$ cat src/rtl/counting_tx.sv
// Word-to-symbol transmitter: buffers 16-bit words, emits eight 2-bit symbols per word,
// and tracks the receiver's pattern detector on the emitted stream.
module counting_tx_fifo #(
  parameter int DEPTH = 4,
  parameter int W     = 16
) (
  input  logic         clk,
  input  logic         reset,
  input  logic         push,
  input  logic [W-1:0] wr_data,
  input  logic         pop,
  output logic [W-1:0] rd_data,
  output logic         full,
  output logic         empty
);
  localparam int AW = $clog2(DEPTH);
  localparam int CW = AW + 1;
  localparam logic [CW-1:0] FULL_CNT = CW'(DEPTH);

  logic [W-1:0]  mem [DEPTH];
  logic [AW-1:0] wr_ptr, rd_ptr;
  logic [CW-1:0] count;

  assign full    = (count == FULL_CNT);
  assign empty   = (count == '0);
  assign rd_data = mem[rd_ptr];

  always_ff @(posedge clk) begin
    if (push) mem[wr_ptr] <= wr_data;
  end

  always_ff @(posedge clk) begin
    if (reset) begin
      wr_ptr <= '0;
      rd_ptr <= '0;
      count  <= '0;
    end else begin
      if (push) wr_ptr <= wr_ptr + AW'(1);
      if (pop)  rd_ptr <= rd_ptr + AW'(1);
      case ({push, pop})
        2'b10:   count <= count + CW'(1);
        2'b01:   count <= count - CW'(1);
        default: count <= count;
      endcase
    end
  end
endmodule

module counting_tx #(
  parameter int         DEPTH    = 4,
  parameter logic [1:0] IDLE_SYM = 2'b00
) (
  input  logic        clk,
  input  logic        reset,
  input  logic [15:0] in_word,
  input  logic        in_valid,
  output logic        in_ready,
  output logic [1:0]  num,
  output logic        num_valid,
  output logic        busy,
  output logic        hit,
  output logic [7:0]  frames_sent
);
  typedef enum logic [1:0] {S0, S1, S2, S3} state_t;

  logic        full, empty, push, pop;
  logic [15:0] head;
  logic [15:0] shreg;
  logic [2:0]  rem;
  state_t      state, state_nxt;

  // A full FIFO refuses a push even when the serializer pops on the same edge.
  assign in_ready = !full;
  assign push     = in_valid && !full;
  assign pop      = (rem == 3'd0) && !empty;
  assign busy     = !empty || (rem != 3'd0) || num_valid;

  counting_tx_fifo #(.DEPTH(DEPTH), .W(16)) u_fifo (
    .clk     (clk),
    .reset   (reset),
    .push    (push),
    .wr_data (in_word),
    .pop     (pop),
    .rd_data (head),
    .full    (full),
    .empty   (empty)
  );

  always_ff @(posedge clk) begin
    if (reset) begin
      shreg       <= '0;
      rem         <= '0;
      num         <= IDLE_SYM;
      num_valid   <= 1'b0;
      frames_sent <= '0;
    end else if (rem != 3'd0) begin
      num       <= shreg[15:14];
      shreg     <= shreg << 2;
      rem       <= rem - 3'd1;
      num_valid <= 1'b1;
      // rem==1 means this edge loads the word's last symbol.
      if (rem == 3'd1) frames_sent <= frames_sent + 8'd1;
    end else if (pop) begin
      num       <= head[15:14];
      shreg     <= head << 2;
      rem       <= 3'd7;
      num_valid <= 1'b1;
    end else begin
      num       <= IDLE_SYM;
      num_valid <= 1'b0;
    end
  end

  // Shadow detector sees every cycle's num, filler included, like the receiver.
  always_ff @(posedge clk) begin
    if (reset) state <= S0;
    else       state <= state_nxt;
  end

  always_comb begin
    state_nxt = state;
    case (state)
      S0: state_nxt = (num == 2'b01) ? S1 : S0;
      S1: case (num)
            2'b10:   state_nxt = S2;
            2'b11:   state_nxt = S0;
            default: state_nxt = S1;
          endcase
      S2: case (num)
            2'b01:   state_nxt = S1;
            2'b10:   state_nxt = S0;
            2'b11:   state_nxt = S3;
            default: state_nxt = S2;
          endcase
      default: state_nxt = S3;
    endcase
  end

  always_comb begin
    hit = (state == S3);
  end
endmodule

$ cat config.mk
export PLATFORM = sky130hd
export DESIGN_NAME = counting_tx
export DESIGN_NICKNAME = d
export VERILOG_FILES = /design/src/rtl/counting_tx.sv
export SDC_FILE = /design/constraint.sdc
export NUM_CORES = 1
export LEC_CHECK = 0
export BUFFER_PORTS_ARGS = -buffer_cell sky130_fd_sc_hd__buf_2
export CORE_ASPECT_RATIO = 1.25
export CORE_MARGIN = 2
export CORE_UTILIZATION = 35
export DETAILED_ROUTE_END_ITERATION = 10
export GPL_ROUTABILITY_DRIVEN = 0
export MAX_ROUTING_LAYER = met4
export PLACE_DENSITY = 0.54
export SYNTH_ARGS = -nofsm -noshare
export SYNTH_HDL_FRONTEND = slang
export SYNTH_HIERARCHICAL = 1
export SYNTH_SLANG_ARGS = --single-unit
$ cat constraint.sdc
create_clock -name clk -period 3.1 [get_ports clk]
set_clock_uncertainty 0.05 [all_clocks]
set_input_delay 0.31 -clock clk [delete_from_list [all_inputs] [get_ports clk]]
set_output_delay 0.31 -clock clk [all_outputs]
set_load 0.03 [all_outputs]
# == After elaboration in Yosys (flattened, before gate mapping) ==
# Memory sizes are Yosys's and may differ from the RTL's. A register that Yosys moved wholly into a read port is not among the register bits.
# Index checks and enable logic that the tools add are counted.
# totals
reg_bits,37
latchBits,0
ramBits,64
romBits,0
in_bits,19
out_inout_bits,14
word_cells,56
n_memories,1
# memory_table
memory,depth,word_bits,read_ports,rd_ports_with_merged_regs,write_ports,line_no,rtl
u_fifo.mem,4,16,1,1,1,20,logic [W-1:0] mem [DEPTH];
# classes
add_sub_neg,6
mul,0
div_mod_pow,0
order_cmp,0
n_eq_ne,10
shift,0
muxes,17
bitwise,0
reduce_logical,13
# ops
op,count
two-way mux 16 bit,2
one-hot mux 2 bit (3 select lines),2
== test 2 bit (second input constant),5
adder 8 x 1 -> 8 bit (second input constant),1
two-way mux 2 bit,4
== test 2 x 1 -> 1 bit (second input constant),3
zero test 3 bit,2
two-way mux 3 bit,2
one-hot mux 3 bit (2 select lines),1
subtractor 3 x 1 -> 3 bit (second input constant),2
two-way mux 1 bit,5
adder 2 x 1 -> 2 bit (second input constant),2
one-hot mux 2 bit (2 select lines),1
nonzero test 2 bit,2
adder 3 x 1 -> 3 bit (second input constant),1
== test 3 x 1 -> 1 bit (second input constant),1
== test 3 bit (second input constant),1
nonzero test 3 bit,1
logical AND 1 bit,2
zero test 1 bit,2
zero test 2 bit,1
logical OR 1 bit,2
AND reduction 2 bit,1

# == Depth between registers and ports, before layout ==
# Gate-level depths: netlist of the first run.
# depth
word_depth,5
depth_mapped,10
ltp_nobuf,10

# == Hierarchy ==
# Netlist of the first run, hierarchy kept.
# modules_own_cells
module,n_inst,cells_per_inst,area_each_um2,seq_area_each_um2
counting_tx_fifo,1,131,2780.2,2102.0
counting_tx,1,154,1408.9,600.6

# == Worst setup path before layout of the first run ==
# OpenSTA, ideal clock, no wires.
# synth_timing
path_type,flip-flop to flip-flop
from,register rem[0]
to,register u_fifo.count[2]
arrival_time_ns,2.132
path_slack_ns,0.848
stages_incl_launch_ff,11
period_less_slack_ns,2.252
cell_sequence,dfxtp_1 > inv_1 > ha_1 > nand2b_1 > nor2_1 > ha_1 > inv_1 > fa_1 > xor2_1 > or3_1 > a21oi_1
# synth_between
elab_chain_cells,4
# synth_lines
element,line_no,rtl
start: declaration,69,logic [2:0] rem;
start signal: assignment,99,rem <= rem - 3'd1;
zero test 3 bit (*),75,assign pop = (rem == 3'd0) && !empty;
logical AND 1 bit (*),75,
named net pop,66,"logic full, empty, push, pop;"
== test 2 x 1 -> 1 bit or == test 2 bit (tied branches),40,"case ({push, pop})"
one-hot mux 3 bit (2 select lines) or nonzero test 2 bit (tied branches),n/a,
end signal: assignment,41,2'b10: count <= count + CW'(1);
end signal: assignment,42,2'b01: count <= count - CW'(1);
end signal: assignment,43,default: count <= count;
end: declaration,22,logic [CW-1:0] count;
# The timed path passes the listed nets; every way through them passes the cells marked *.
# A chain may end at the register's enable or synchronous reset.

# == Worst setup path in the final report of the first run ==
# Same ends and word-level chain as after synthesis.

==> results of run 1 <==
-- state kept, by name, summed over array words and instances (netlist names), named ones only --
signal and count:
num 2, frames_sent 8, rem 3, u_fifo/mem 64, num_valid 1, u_fifo/wr_ptr 2, u_fifo/rd_ptr 2, shreg 14
u_fifo/count 3, state 2
-- Yosys cell counts (2+ instances only) --
master	n
sky130_fd_sc_hd__a211oi_1	15
sky130_fd_sc_hd__a21oi_1	11
sky130_fd_sc_hd__and2_1	5
sky130_fd_sc_hd__buf_2	6
sky130_fd_sc_hd__clkbuf_1	5
sky130_fd_sc_hd__dfxtp_1	39
sky130_fd_sc_hd__edfxtp_1	64
sky130_fd_sc_hd__ha_1	13
sky130_fd_sc_hd__inv_1	12
sky130_fd_sc_hd__mux2i_1	17
sky130_fd_sc_hd__mux4_1	6
sky130_fd_sc_hd__mux4_2	10
sky130_fd_sc_hd__nand2_1	10
sky130_fd_sc_hd__nand3b_1	3
sky130_fd_sc_hd__nor2_1	27
sky130_fd_sc_hd__nor2b_1	4
sky130_fd_sc_hd__nor3_1	4
sky130_fd_sc_hd__o21ai_0	6
sky130_fd_sc_hd__o31ai_1	2
sky130_fd_sc_hd__or3_1	4
sky130_fd_sc_hd__or4_1	2
sky130_fd_sc_hd__xnor2_1	4
sky130_fd_sc_hd__xor2_1	3
-- power by group through the flow --
stage	Sequential (mW)	Clock, mW	Combinational, mW
after CTS	1.85	1.30	1.28
final	1.85	1.27	1.25
after global placement	1.87	0	1.26
after detailed placement	1.88	0	1.27
after global routing	1.88	1.35	1.42
after floorplan	1.85	0	1.00
-- through the flow --
stage	cells	area [um2]	total power, mW	worst slack, ns
4_1_cts	487	4873	4.428	0.5165
5_1_grt	487	4873	4.647	0.3194
3_5_place_dp	471	4537	3.151	0.5356
6_report	487	4873	4.363	0.5477
3_3_place_gp	471	4537	3.130	0.6589
2_1_floorplan	285	4189	2.854	0.8478
-- cell type report --
cell class                      instances  share of cell area
Timing Repair Buffer                   39             0.04621
Inverter                               12            0.009243
Multi-Input combinational cell        156              0.2796
Sequential cell                       103              0.5546
Tap cell                              161             0.04134
Clock buffer                           10             0.04698
Clock inverter                          6             0.02208
-- critical path, cell delays in order, from the launching register on --
cell	delay (ns)
sky130_fd_sc_hd__dfxtp_1	0.34
sky130_fd_sc_hd__inv_1	0.09
sky130_fd_sc_hd__ha_1	0.27
sky130_fd_sc_hd__nand2b_1	0.19
sky130_fd_sc_hd__nor2_1	0.27
sky130_fd_sc_hd__ha_1	0.24
sky130_fd_sc_hd__inv_1	0.06
sky130_fd_sc_hd__fa_1	0.37
sky130_fd_sc_hd__xor2_1	0.16
sky130_fd_sc_hd__or3_1	0.31
sky130_fd_sc_hd__a21oi_1	0.14
-- worst min-delay path by stage --
stage | start | end | slack [ns] | cells after the start
after floorplan | in_word[0] | u_fifo/mem[0][0] | 0.36 | 0
after global placement | frames_sent[7] | frames_sent[7] | 0.41 | 2
after detailed placement | frames_sent[7] | frames_sent[7] | 0.43 | 2
after CTS | in_word[9] | u_fifo/mem[2][9] | 0.12 | 1
after global routing | in_word[11] | u_fifo/mem[3][11] | 0.13 | 1
final | in_word[9] | u_fifo/mem[2][9] | 0.13 | 1
-- routing by layer --
metal / global-route usage / up-vias / share of wire
met5: - / - / 0
met3: 0.03140 / 13 / 0.029
met1: 0.1641 / 1141 / 0.47
li1: - / 1135 / -
met4: 0.05961 / 0 / 0.023
met2: 0.1947 / 41 / 0.48
-- cells by family (layout without fill, tap and decap cells) --
logic type | after synthesis | in the layout | synth area share
adder cells (fa/ha/maj) | 14 | 14 | 0.04361
multiplexers | 33 | 33 | 0.1320
AND/OR/NAND/NOR | 67 | 67 | 0.08154
buffers and inverters | 26 | 67 | 0.03076
XOR/XNOR | 7 | 7 | 0.01464
AO/OA/AOI/OAI | 35 | 35 | 0.05227
flip-flops | 103 | 103 | 0.6452
==> impl_metrics.csv, run 1 <==
group,metric,value,unit
floorplan,placeableCoreArea,0.01167,mm2
timing,slew_headroom,0.4765,
setup_path,critical_path.endpoint_type,"flip-flop",
cells_and_area,leading_cell_type_in_the_layout_fill_and_taps_excluded,"sky130_fd_sc_hd__edfxtp_1",
power,cellInternalPower,3.058,mW
cells_and_area,design.final.nets,354,
cells_and_area,multiInputGateArea,0.001363,mm2
cells_and_area,filler_cell_count,1089,
timing,unrepaired_setup_endpoints_after_global_routing,"false",
logic_synthesis,synth.lib_cells_used.distinct,36,
setup_path,worst_r2r_endpoint,"u_fifo/count[2]",
grt,global_route.usage.total,0.1291,
timing,maxSlewViolCount,0,
drt,drt_first_iter_violations,104,
clock_tree,cts_setup_buffers,0,
power,combPwrFrac,0.286,
timing,final_period_minus_worst_setup_slack,2.552,ns
logic_synthesis,syn-mean-instance-area,14.70,um2
setup_path,cp-endpoint,"u_fifo/count[2]",
clock_tree,cts.path.max_buffers,2,
floorplan,die_height,126.3,um
power,peak_supply_drop,0.0003489,V
power,total_leakage_power,1.756,nW
clock_tree,clock_sinks,103,
drt,drt_pre_antenna_iters,4,
cells_and_area,layout_area_growth_over_synthesis,16.34,%
timing,max_clock_freq,391.8,MHz
logic_synthesis,yosys-top-cells-area,"sky130_fd_sc_hd__edfxtp_1 46%, sky130_fd_sc_hd__dfxtp_1 19%, sky130_fd_sc_hd__mux4_2 5.4%",
floorplan,fp-row-count,44,
place,place.port_buffers,32,
logic_synthesis,postSynthCellCount,285,
logic_synthesis,synth.ff_latch_count,103,
setup_path,critical_path.reg2reg.startpoint,"rem[0]",
clock_tree,clock_tree_from_tritoncts,"done",
drt,number_of_nets_still_failing_antenna_checks_after_routing,0,
cells_and_area,sequential_cell_area,0.002703,mm2
logic_synthesis,yosysSeqAreaShare,0.6452,
logic_synthesis,synth_edf_count,64,
grt,antenna_found_initial,0,
setup_path,critical_path_required,3.32,ns
timing,finalHoldViolations,0,
grt,first_global_vias,2314,
grt,gr-total-overflow,0,
setup_path,worst-path-max-fanout,8,
floorplan,die_width,101.9,um
setup_path,critical_path_class,"reg -> reg",
clock_tree,clk_root_buffer_cell,"sky130_fd_sc_hd__clkbuf_16",
setup_path,type_of_origin_of_the_critical_path,"flip-flop",
grt,grt_start_max_net_pins,39,
cells_and_area,fin_util,0.4176,
timing,timing_worst_slew_pin_value,0.7842,ns
timing,finalHoldWorstSlack,0.1294,ns
floorplan,initial_utilization,0.3589,
timing,crit_share_post_route,0.8233,
drt,via_per_inst,4.784,
clock_tree,cts_hold_buffers,0,
clock_tree,cts_buffer_count,9,
logic_synthesis,synthesis.area,0.004189,mm2
power,p_switching,1.305,mW
setup_path,setup.worst_path.start,"rem[0]",
power,pwr_density_cell,895.2,mW/mm2
setup_path,reg2reg_slack,0.55,ns
logic_synthesis,synth-main-ff-cell,"sky130_fd_sc_hd__edfxtp_1",
setup_path,critical_path_arrival,2.77,ns
clock_tree,insertion_delay,0.34,ns
power,clock_power_share,0.291,
place,place_hpwl,4.685,mm
drt,drcViolationCount,0,
clock_tree,clock_transition_at_the_registers_of_the_reported_paths,0.06,ns
drt,wl_per_cell,14.96,um
floorplan,num_io_pins,33,
run,cap_viol_max_count,0,
clock_tree,h-tree-depth,3,
power,power.share.switching,0.2991,
drt,routed_wirelength,7.286,mm
run_status,status,"complete, no violations",
logic_synthesis,post-synth-top-area-cell,"sky130_fd_sc_hd__edfxtp_1",
grt,grt_pass1_wl,12.01,mm
cells_and_area,fraction_of_final_layout_cells_sized_beyond_drive_strength_1,0.2025,
timing,setup-violations-final,0,
timing,setup_tns,0,ns
logic_synthesis,synth-async-reset-ratio,0,
floorplan,die_area,0.01287,mm2
setup_path,reg2reg_depth,10,
cells_and_area,antennaDiodeCount,0,
logic_synthesis,synth_top_cell_area_share,0.4588,
worst_hold_path,hp-class,"in -> reg",
clock_tree,post_cts_resize_count,0,
power,share_seq_of_total_power,0.423,
cells_and_area,commonest_cells_after_routing_fill_and_taps_aside,"64 x sky130_fd_sc_hd__edfxtp_1, 39 x sky130_fd_sc_hd__dfxtp_1, 32 x sky130_fd_sc_hd__buf_2",
logic_synthesis,synth.net_count,318,
logic_synthesis,synth_warnings,6,
drt,routed-via-count,2330,
Power figures use the tool's default switching activity.
==> inputs of run 2 (changes only) <==
==> constraint.sdc (replaced) <==
create_clock -name clk -period 2.42 [get_ports clk]
set_clock_uncertainty 0.05 [all_clocks]
set_input_delay 0.242 -clock clk [delete_from_list [all_inputs] [get_ports clk]]
set_output_delay 0.242 -clock clk [all_outputs]
set_load 0.03 [all_outputs]
==> run 2 against run 1 <==
Global-route usage up 0.18 points. Register-to-register slack worse by 0.33 ns. Via count up 0.86%.
==> impl_metrics.csv, run 2 (synthesis results as in run 1) <==
group,metric,value,unit
power,peak_supply_drop,0.0005353,V
place,place.port_buffers,32,
timing,unrepaired_setup_endpoints_after_global_routing,"false",
clock_tree,insertion_delay,0.35,ns
grt,grt_pass1_wl,12.24,mm
drt,wl_per_cell,15.24,um
drt,drt_pre_antenna_iters,4,
timing,maxSlewViolCount,0,
cells_and_area,top_regs,"u_fifo/mem (64), shreg (14), frames_sent (8)",
floorplan,num_io_pins,33,
timing,max_clock_freq,442.5,MHz
floorplan,die_height,126.3,um
cells_and_area,commonest_cells_after_routing_fill_and_taps_aside,"64 x sky130_fd_sc_hd__edfxtp_1, 39 x sky130_fd_sc_hd__dfxtp_1, 32 x sky130_fd_sc_hd__buf_2",
drt,via_per_inst,4.786,
power,total_leakage_power,1.746,nW
clock_tree,clock_transition_at_the_registers_of_the_reported_paths,0.07,ns
clock_tree,cts.path.max_buffers,2,
power,pwr_density_cell,1122,mW/mm2
cells_and_area,fraction_of_final_layout_cells_sized_beyond_drive_strength_1,0.2121,
timing,slew_headroom,0.5043,
timing,setup_tns,0,ns
drt,routed_wirelength,7.483,mm
setup_path,type_of_origin_of_the_critical_path,"flip-flop",
floorplan,placeableCoreArea,0.01167,mm2
place,detailedPlace.worstSlack,0.1568,ns
cells_and_area,largest_register_ff_count,64,
clock_tree,h-tree-depth,3,
floorplan,initial_utilization,0.3589,
place,place_hpwl,4.695,mm
setup_path,path_cells,"nor3_2 -> buf_4 -> nand3b_1 -> or2_2 -> buf_2",
timing,finalHoldViolations,0,
floorplan,die_area,0.01287,mm2
place,dp.cells,475,
drt,dr.max_layer_used,"met4",
drt,drcViolationCount,0,
drt,wl_met1,3.501,mm
floorplan,die_width,101.9,um
drt,routed-wl-met2,3.597,mm
drt,number_of_nets_still_failing_antenna_checks_after_routing,0,
setup_path,critical_path_class,"reg -> out",
clock_tree,cts_buffer_count,9,
setup_path,worst-path-max-fanout,19,
grt,global_route.usage.total,0.1309,
cells_and_area,antennaDiodeCount,0,
setup_path,critical_path_arrival,1.97,ns
setup_path,critical_path.endpoint_type,"primary output",
run,cap_viol_max_count,0,
cells_and_area,largest_register,"u_fifo/mem",
setup_path,critical_path.reg2reg.startpoint,"rem[0]",
worst_hold_path,timing.hold.worst.start,"in_word[2]",
clock_tree,clk_root_buffer_cell,"sky130_fd_sc_hd__clkbuf_16",
timing,crit_share_post_route,0.9339,
clock_tree,clock_sinks,103,
setup_path,cpMaxStageDelayCell,"sky130_fd_sc_hd__dfxtp_1",
worst_hold_path,hp-class,"in -> reg",
run_status,status,"complete, no violations",
grt,first_global_vias,2284,
clock_tree,cts_hold_buffers,0,
timing,timing_worst_slew_pin_value,0.7435,ns
drt,route.met3.wl,231,um
grt,antenna_found_initial,0,
setup_path,dominant_delay_contributor_by_cell_family_on_the_critical_path,"simple AND/OR/NAND/NOR gates",
cells_and_area,design.final.nets,358,
setup_path,worst_path_largest_cell_delay,0.34,ns
clock_tree,clock_tree_from_tritoncts,"done",
cells_and_area,leading_cell_type_in_the_layout_fill_and_taps_excluded,"sky130_fd_sc_hd__edfxtp_1",
cells_and_area,finalNonFillerCells,491,
timing,setup-violations-final,0,
floorplan,fp-row-count,44,
grt,grt_start_max_net_pins,39,
grt,gr-total-overflow,0,
drt,drt_first_iter_violations,89,
timing,timing.final.ws_setup,0.1601,ns
setup_path,setup.worst_path.start,"u_fifo/count[1]",
cells_and_area,layout_area_growth_over_synthesis,15.74,%
timing,final_period_minus_worst_setup_slack,2.260,ns
drt,routed-via-count,2350,
setup_path,timing.critical_path.buf_inv,2,
setup_path,critical_path_required,2.13,ns
==> run 2: worst register-to-register path, stage by stage (launching register included) <==
cell	delay, ns
sky130_fd_sc_hd__dfxtp_1	0.34
sky130_fd_sc_hd__inv_1	0.09
sky130_fd_sc_hd__ha_1	0.16
sky130_fd_sc_hd__nand2b_1	0.09
sky130_fd_sc_hd__nor2_2	0.16
sky130_fd_sc_hd__ha_1	0.21
sky130_fd_sc_hd__inv_1	0.06
sky130_fd_sc_hd__fa_1	0.37
sky130_fd_sc_hd__xor2_1	0.16
sky130_fd_sc_hd__or3_1	0.31
sky130_fd_sc_hd__a21oi_1	0.14
==> run 2: stage by stage <==
stage	cell area, um2	util	power, mW	hold slack [ns]
6_report	4848	0.4154	5.439	0.05799
5_1_grt	4848	0.4154	5.811	0.05272
4_1_cts	4846	0.4152	5.516	0.05025
3_5_place_dp	4554	0.3902	4.076	0.4044
3_3_place_gp	4554	0.3902	4.033	0.3979
2_1_floorplan	4189	-	3.656	0.2909
==> run 2: repair_timing <==
| action | 4_1_cts | 5_1_grt |
|---|---|---|
| setup buffers | 0 | 0 |
| setup endpoints to repair | 0 | 1 |
| gates resized for setup | 0 | 1 |
==> run 2: final timing paths <==
kind	slack [ns]	end	depth (start not counted)
min reg2reg	0.41	num[0]	2
max	0.16	busy	5
max reg2reg	0.22	u_fifo/count[2]	10
min	0.06	u_fifo/mem[1][2]	1
==> run 2: power breakdown <==
part	internal [mW]	leakage [nW]	total [mW]	switching (mW)
registers	2.18	0.907	2.34	0.166
logic	0.751	0.701	1.67	0.923
clock network	0.808	0.137	1.42	0.615
total	3.74	1.75	5.44	1.70
==> run 2: layer usage <==
metal / GRT usage / vias to the layer above
met5: - / -
met4: 0.05412 / 0
met3: 0.03306 / 11
met2: 0.2009 / 34
met1: 0.1652 / 1166
li1: - / 1139
==> run 2: layout make-up <==
class,count,area (um2)
Clock buffer,12,236.5
Clock inverter,4,55.05
Fill cell,1120,6823
Inverter,12,45.04
Multi-Input combinational cell,156,1365
Sequential cell,103,2703
Tap cell,161,201.4
Timing Repair Buffer,43,242.7
